File: src/rtl/roulette_pkg.sv
// Shared types and constants for the roulette wheel controller: state encoding,
// wheel size, and the wrap-around position stepping helper.
package roulette_pkg;

  localparam int NUM_POS = 6;
  localparam int POS_W   = 3;

  typedef enum logic [1:0] {
    IDLE   = 2'd0,
    SPIN   = 2'd1,
    DECEL  = 2'd2,
    RESULT = 2'd3
  } state_t;

  // One step around the wheel; the index never leaves 0..NUM_POS-1.
  function automatic logic [POS_W-1:0] next_pos(input logic [POS_W-1:0] pos,
                                                input logic             dir);
    if (dir)
      return (pos == '0) ? POS_W'(NUM_POS - 1) : pos - 1'b1;
    else
      return (pos == POS_W'(NUM_POS - 1)) ? '0 : pos + 1'b1;
  endfunction

endpackage

File: src/rtl/roulette_edge_det.sv
// Registered rising-edge detector. The previous sample resets high so a level
// already asserted when reset releases is not mistaken for a fresh press.
module roulette_edge_det (
  input  logic clk,
  input  logic nrst,
  input  logic din,
  output logic rise
);

  logic prev;

  always_ff @(posedge clk or negedge nrst) begin
    if (!nrst) prev <= 1'b1;
    else       prev <= din;
  end

  assign rise = din & ~prev;

endmodule

File: src/rtl/roulette_ctrl.sv
// Roulette wheel controller: spins a one-hot position, decelerates on stop and
// latches the final index. Define ROULETTE_CTRL_BLINK_EN to blink the display in RESULT.
module roulette_ctrl
  import roulette_pkg::*;
#(
  parameter logic [31:0] START_PERIOD = 32'd2_500_000,
  parameter logic [31:0] DECEL_STEP   = 32'd500_000,
  parameter logic [31:0] STOP_PERIOD  = 32'd12_500_000,
  parameter logic [31:0] BLINK_PERIOD = 32'd12_500_000
) (
  input  logic             clk,
  input  logic             nrst,
  input  logic             start,
  input  logic             stop,
  input  logic             dir,
  output logic [5:0]       seg,
  output logic [6:0]       ledout,
  output logic [POS_W-1:0] result,
  output logic             busy,
  output logic             done
);

  if (START_PERIOD == 32'd0 || BLINK_PERIOD == 32'd0) begin : g_param_check
    $error("roulette_ctrl: START_PERIOD and BLINK_PERIOD must be non-zero");
  end

  state_t           state;
  logic [POS_W-1:0] pos;
  logic [31:0]      period;
  logic [31:0]      tick;
  logic             start_rise;
  logic             stop_rise;
  logic             step;
  logic [32:0]      period_sum;
  logic [31:0]      period_next;
  logic [POS_W-1:0] pos_next;

  roulette_edge_det u_start_det (.clk(clk), .nrst(nrst), .din(start), .rise(start_rise));
  roulette_edge_det u_stop_det  (.clk(clk), .nrst(nrst), .din(stop),  .rise(stop_rise));

  assign busy        = (state == SPIN) || (state == DECEL);
  assign step        = busy && (tick == period - 32'd1);
  assign pos_next    = next_pos(pos, dir);
  assign period_sum  = {1'b0, period} + {1'b0, DECEL_STEP};
  assign period_next = period_sum[32] ? 32'hFFFF_FFFF : period_sum[31:0];

  // NOTE: sequential state uses non-blocking assignments so every register
  // samples the pre-edge values, independent of statement order.
  always_ff @(posedge clk or negedge nrst) begin
    if (!nrst) begin
      state  <= IDLE;
      pos    <= '0;
      period <= START_PERIOD;
      tick   <= '0;
      result <= '0;
      done   <= 1'b0;
    end else begin
      done <= 1'b0;
      case (state)
        IDLE, RESULT: begin
          if (start_rise) begin
            state  <= SPIN;
            period <= START_PERIOD;
            tick   <= '0;
          end
        end
        SPIN, DECEL: begin
          if (step) begin
            tick <= '0;
            pos  <= pos_next;
            if (state == DECEL) begin
              period <= period_next;
              if (period_next >= STOP_PERIOD) begin
                state  <= RESULT;
                result <= pos_next;
                done   <= 1'b1;
              end
            end
          end else begin
            tick <= tick + 32'd1;
          end
          // Stop keeps the running tick and period so the current step finishes on time.
          if (state == SPIN && stop_rise) state <= DECEL;
        end
        default: state <= IDLE;
      endcase
    end
  end

  assign seg = 6'b000001 << pos;

`ifdef ROULETTE_CTRL_BLINK_EN
  logic [31:0] blink_cnt;
  logic        blink_on;

  // The counter is parked outside RESULT so every entry starts with a full lit phase.
  always_ff @(posedge clk or negedge nrst) begin
    if (!nrst) begin
      blink_cnt <= '0;
      blink_on  <= 1'b1;
    end else if (state != RESULT) begin
      blink_cnt <= '0;
      blink_on  <= 1'b1;
    end else if (blink_cnt == BLINK_PERIOD - 32'd1) begin
      blink_cnt <= '0;
      blink_on  <= ~blink_on;
    end else begin
      blink_cnt <= blink_cnt + 32'd1;
    end
  end

  assign ledout = blink_on ? ~{1'b0, seg} : 7'b1111111;
`else
  assign ledout = ~{1'b0, seg};
`endif

endmodule

File: config.mk
export PLATFORM = sky130hd
export DESIGN_NAME = roulette_ctrl
export DESIGN_NICKNAME = d
export VERILOG_FILES = /design/src/rtl/roulette_pkg.sv /design/src/rtl/roulette_edge_det.sv /design/src/rtl/roulette_ctrl.sv
export SDC_FILE = /design/constraint.sdc
export NUM_CORES = 1
export LEC_CHECK = 0
export ABC_AREA = 1
export BUFFER_PORTS_ARGS = -buffer_cell sky130_fd_sc_hd__buf_2
export CAP_MARGIN = 0
export CELL_PAD_IN_SITES_DETAIL_PLACEMENT = 1
export CELL_PAD_IN_SITES_GLOBAL_PLACEMENT = 1
export CORE_ASPECT_RATIO = 0.6
export CORE_MARGIN = 3
export CORE_UTILIZATION = 41
export CTS_CLUSTER_DIAMETER = 50
export DETAILED_ROUTE_END_ITERATION = 7
export PLACE_DENSITY_LB_ADDON = 0.1
export SLEW_MARGIN = 20
export SYNTH_ARGS = -nofsm -noshare
export SYNTH_HDL_FRONTEND = slang
export SYNTH_SLANG_ARGS = --single-unit
export TNS_END_PERCENT = 5
File: constraint.sdc
create_clock -name clk -period 2.21 [get_ports clk]
set_input_delay 0.1105 -clock clk [delete_from_list [all_inputs] [get_ports clk]]
set_output_delay 0.1105 -clock clk [all_outputs]
set_load 0.01 [all_outputs]
==> impl_metrics.py <==
metrics = {
    "setup_path": {
        "path_class": "reg2reg",
        "cp_slowest_cell": "dfrtp_1",
        "reg2reg_depth": 18,
        "cp_top_family": "simple AND/OR/NAND/NOR gates",
        "crit_buf_inv": 2,
        "crit_chain": "nor2_1, nand2_1, buf_4, nor2_1, nand2_1, o21ai_2, nand2_1, nand2_1, nand2_1, nor2_1, nand2_1, nor2_4, nand3_4, nand2_4, nand2_8, buf_16, nand2_2, o21ai_4",
        "critPathRequiredTime_ps": 2470,
        "arrival_ps": 3590,
        "end_kind": "flop",
        "path_common_cell": "nand2_1",
        "start_kind": "flop",
        "max_stage_delay_ps": 440,
        "r2r-end": "period[11]",
        "reg2reg_slack_ps": -1120,
        "worst-path-max-fanout": 8,
        "rr_startpoint": "period[22]",
    },
    "sta": {
        "slew_headroom_pct": 43.3,
        "period_minus_slack_ps": 3330,
        "setup_viol": 73,
        "rsz0062_at_grt": "true",
        "worst_hold_slack_ps": 184,
        "fin_crit_sh_pct": 151,
        "clock.fmax_ghz": 0.300,
        "hold_viol_final": 0,
        "finClkSkew_ps": 12.3,
        "slew_violations": 0,
        "tightest_slew_ps": 850,
        "setup_ws_ps": -1120,
    },
    "min_path": {
        "hp-start": "dir",
        "min_path_type": "in2reg",
        "holdPathStages": 3,
        "holdPathEnd": "result[0]",
    },
    "placement": {
        "place_inst": 1636,
        "dp_hpwl_mm": 24.8,
        "routabilityCongestion": 0.962,
        "placed_area_um2": 9550,
        "io_buffers": 21,
    },
    "grt": {
        "globalRoute.totalOverflow": 0,
        "grtUsageMet3_pct": 9.01,
        "grt_first_pass_wirelength_mm": 61.3,
        "antenna_found_initial": 0,
        "grt.met2_usage_pct": 68.2,
        "grt_pass1_vias": 10600,
        "grt_usage_pct": 41.7,
        "grtUsageMet1_pct": 53.4,
        "grt_max_degree": 60,
        "busiest_layer": "met2",
    },
    "layout": {
        "finalNonFillerCells": 1697,
        "final_util_pct": 66.8,
        "final_area_um2": 11200,
        "final_cell_mix": "284 x buf_4, 278 x nand2_1, 127 x inv_1",
        "drive_above_1_share_pct": 42.9,
        "fin_nets": 1478,
        "area_delta_synth_final_pct": 54.3,
        "final_common_cell": "buf_4",
        "nFillCells": 2132,
    },
    "die": {
        "dieHeight_um": 109,
        "num_rows": 36,
        "die_w_um": 178,
        "fp.dieArea_um2": 19400,
        "pin_count": 23,
        "initial_core_util_pct": 43.3,
        "core_area_um2": 16800,
    },
    "cts": {
        "cts_tree": "built",
        "clock_sinks": 75,
        "cts_buffers": 9,
        "insertion_delay_ps": 380,
        "clk_path_buf_depth": 2,
        "clk_pin_slew_worst_paths_ps": 70,
        "cts-htree-levels": 3,
        "clockRootBuffer": "clkbuf_16",
    },
    "route": {
        "routed_wl_mm": 50.3,
        "ant_nets": 0,
        "num_vias": 11300,
        "viasPerCell": 6.64,
        "dr.pass1.iters": 6,
        "wl_per_cell_um": 29.6,
        "drt_iter0_drc": 1663,
        "route.detailed.drc": 0,
    },
    "power": {
        "total_power_mw": 17.6,
        "powerDensity_nw_per_um2": 1570,
        "peakVddDrop_mv": 1.20,
        "leakage_nw": 5.35,
    },
    "synthesis": {
        "ys_seq_area_share_pct": 26.1,
        "ys_ff_latch": 75,
        "netlist_area_um2": 7250,
        "yosysWarnings": 0,
        "avgSynthCellArea_um2": 6.26,
        "synthCells": 1158,
        "syn-num-nets": 1172,
        "synth.distinct_cells": 42,
    },
    "run_status": {
        "status": "finished with violations",
        "violations": "negative setup slack",
    },
    "run": {
        "maxCapViolCount": 0,
    },
}
==> power breakdown <==
| part | internal [mW] | total, mW | leakage, nW | switching (mW) |
|---|---|---|---|---|
| Sequential | 1.87 | 2.60 | 0.940 | 0.730 |
| Clock | 1.01 | 1.77 | 0.154 | 0.757 |
| Combinational | 4.94 | 13.2 | 4.25 | 8.26 |
==> per-layer routing <==
layer | wire length (um) | vias to the layer above
li1 | - | 4306
met1 | 17800 | 5380
met2 | 21600 | 1126
met3 | 6220 | 457
met4 | 4750 | 0
met5 | 0 | -
==> worst max-delay path by stage <==
| stage | start | to | slack [ps] | cells after the start |
|---|---|---|---|---|
| 2_1_floorplan | period[5] | period[28] | -80 | 16 |
| 6_report | period[22] | period[11] | -1120 | 18 |
| 3_3_place_gp | period[1] | state[1] | -520 | 17 |
| 5_1_grt | period[5] | state[1] | -1160 | 20 |
| 4_1_cts | period[5] | result[2] | -510 | 18 |
| 3_5_place_dp | period[1] | state[0] | -600 | 17 |
==> synthesized netlist by cell type (all sizes together) <==
cell | n | area share (%)
nor3 | 17 | 1.2
inv | 137 | 7.1
nand2 | 360 | 19
xnor3 | 1 | 0.31
nand3b | 7 | 0.73
buf | 33 | 3.4
o22ai | 1 | 0.086
dfstp | 10 | 3.6
xor2 | 38 | 4.6
nor4 | 6 | 0.52
nor2 | 185 | 12
o31ai | 7 | 0.73
xnor2 | 9 | 1.1
and2 | 3 | 0.26
o21ai | 92 | 8.0
ha | 9 | 1.6
nand4 | 40 | 3.5
a21oi | 12 | 0.98
clkbuf | 8 | 0.41
o2111ai | 2 | 0.24
or2 | 3 | 0.26
conb | 1 | 0.052
o21bai | 1 | 0.10
nand3 | 108 | 7.9
nor3b | 3 | 0.31
dfrtp | 65 | 22
==> logic make-up (layout without fill, tap and decap cells) <==
| group | Yosys count | after routing | synth area share (%) |
|---|---|---|---|
| other | 1 | 2 | 0.0517 |
| AOI/OAI and AO/OA | 115 | 115 | 10.1 |
| adders and majority gates | 9 | 9 | 1.55 |
| and+or+nand+nor | 732 | 733 | 45.3 |
| xor gates and xnor gates | 48 | 48 | 5.99 |
| DFF | 75 | 75 | 26.1 |
| buffers and inverters | 178 | 487 | 10.9 |
==> worst reg2reg max path, delay by kind of cell, from the launching register on <==
family	cells	cell delay [ps]
AOI/OAI and AO/OA	2	240
buffers and inverters	2	400
DFF	1	440
and+or+nand+nor	14	2150
==> sequential cells by signal, summed over array words and instances (netlist names) <==
| signal | cells |
|---|---|
| period | 32 |
| u_stop_det.prev | 1 |
| result | 3 |
| pos | 3 |
| tick | 32 |
| done | 1 |
| state | 2 |
| u_start_det.prev | 1 |
==> cell type report <==
class / instances / area (um^2) / share of cell area (%)
Multi-Input combinational cell: 906 / 5430 / 48.5
Timing Repair Buffer: 335 / 2730 / 24.4
Sequential cell: 75 / 1900 / 17.0
Inverter: 137 / 522 / 4.66
Tap cell: 228 / 285 / 2.55
Clock buffer: 10 / 239 / 2.14
Clock inverter: 5 / 77.6 / 0.694
Antenna cell: 1 / 2.50 / 0.0224
==> stage by stage <==
| stage | setup TNS (ps) | worst slack [ps] |
|---|---|---|
| global placement | -31170 | -524 |
| finish | -74850 | -1120 |
| floorplan | -2110 | -78.4 |
| CTS | -28070 | -507 |
| detailed placement | -37440 | -601 |
| global route | -72680 | -1160 |
==> repair_timing <==
item | CTS | global route
pin swaps | 29 | 47
endpoints found under the hold margin | 28 | 0
hold buffers | 3 | 0
endpoints found under the setup margin | 73 | 73
buffers inserted | 22 | 17
gates resized for setup | 123 | 144
cloned | 3 | 0
Note: power is estimated with default switching activity, not from simulation.
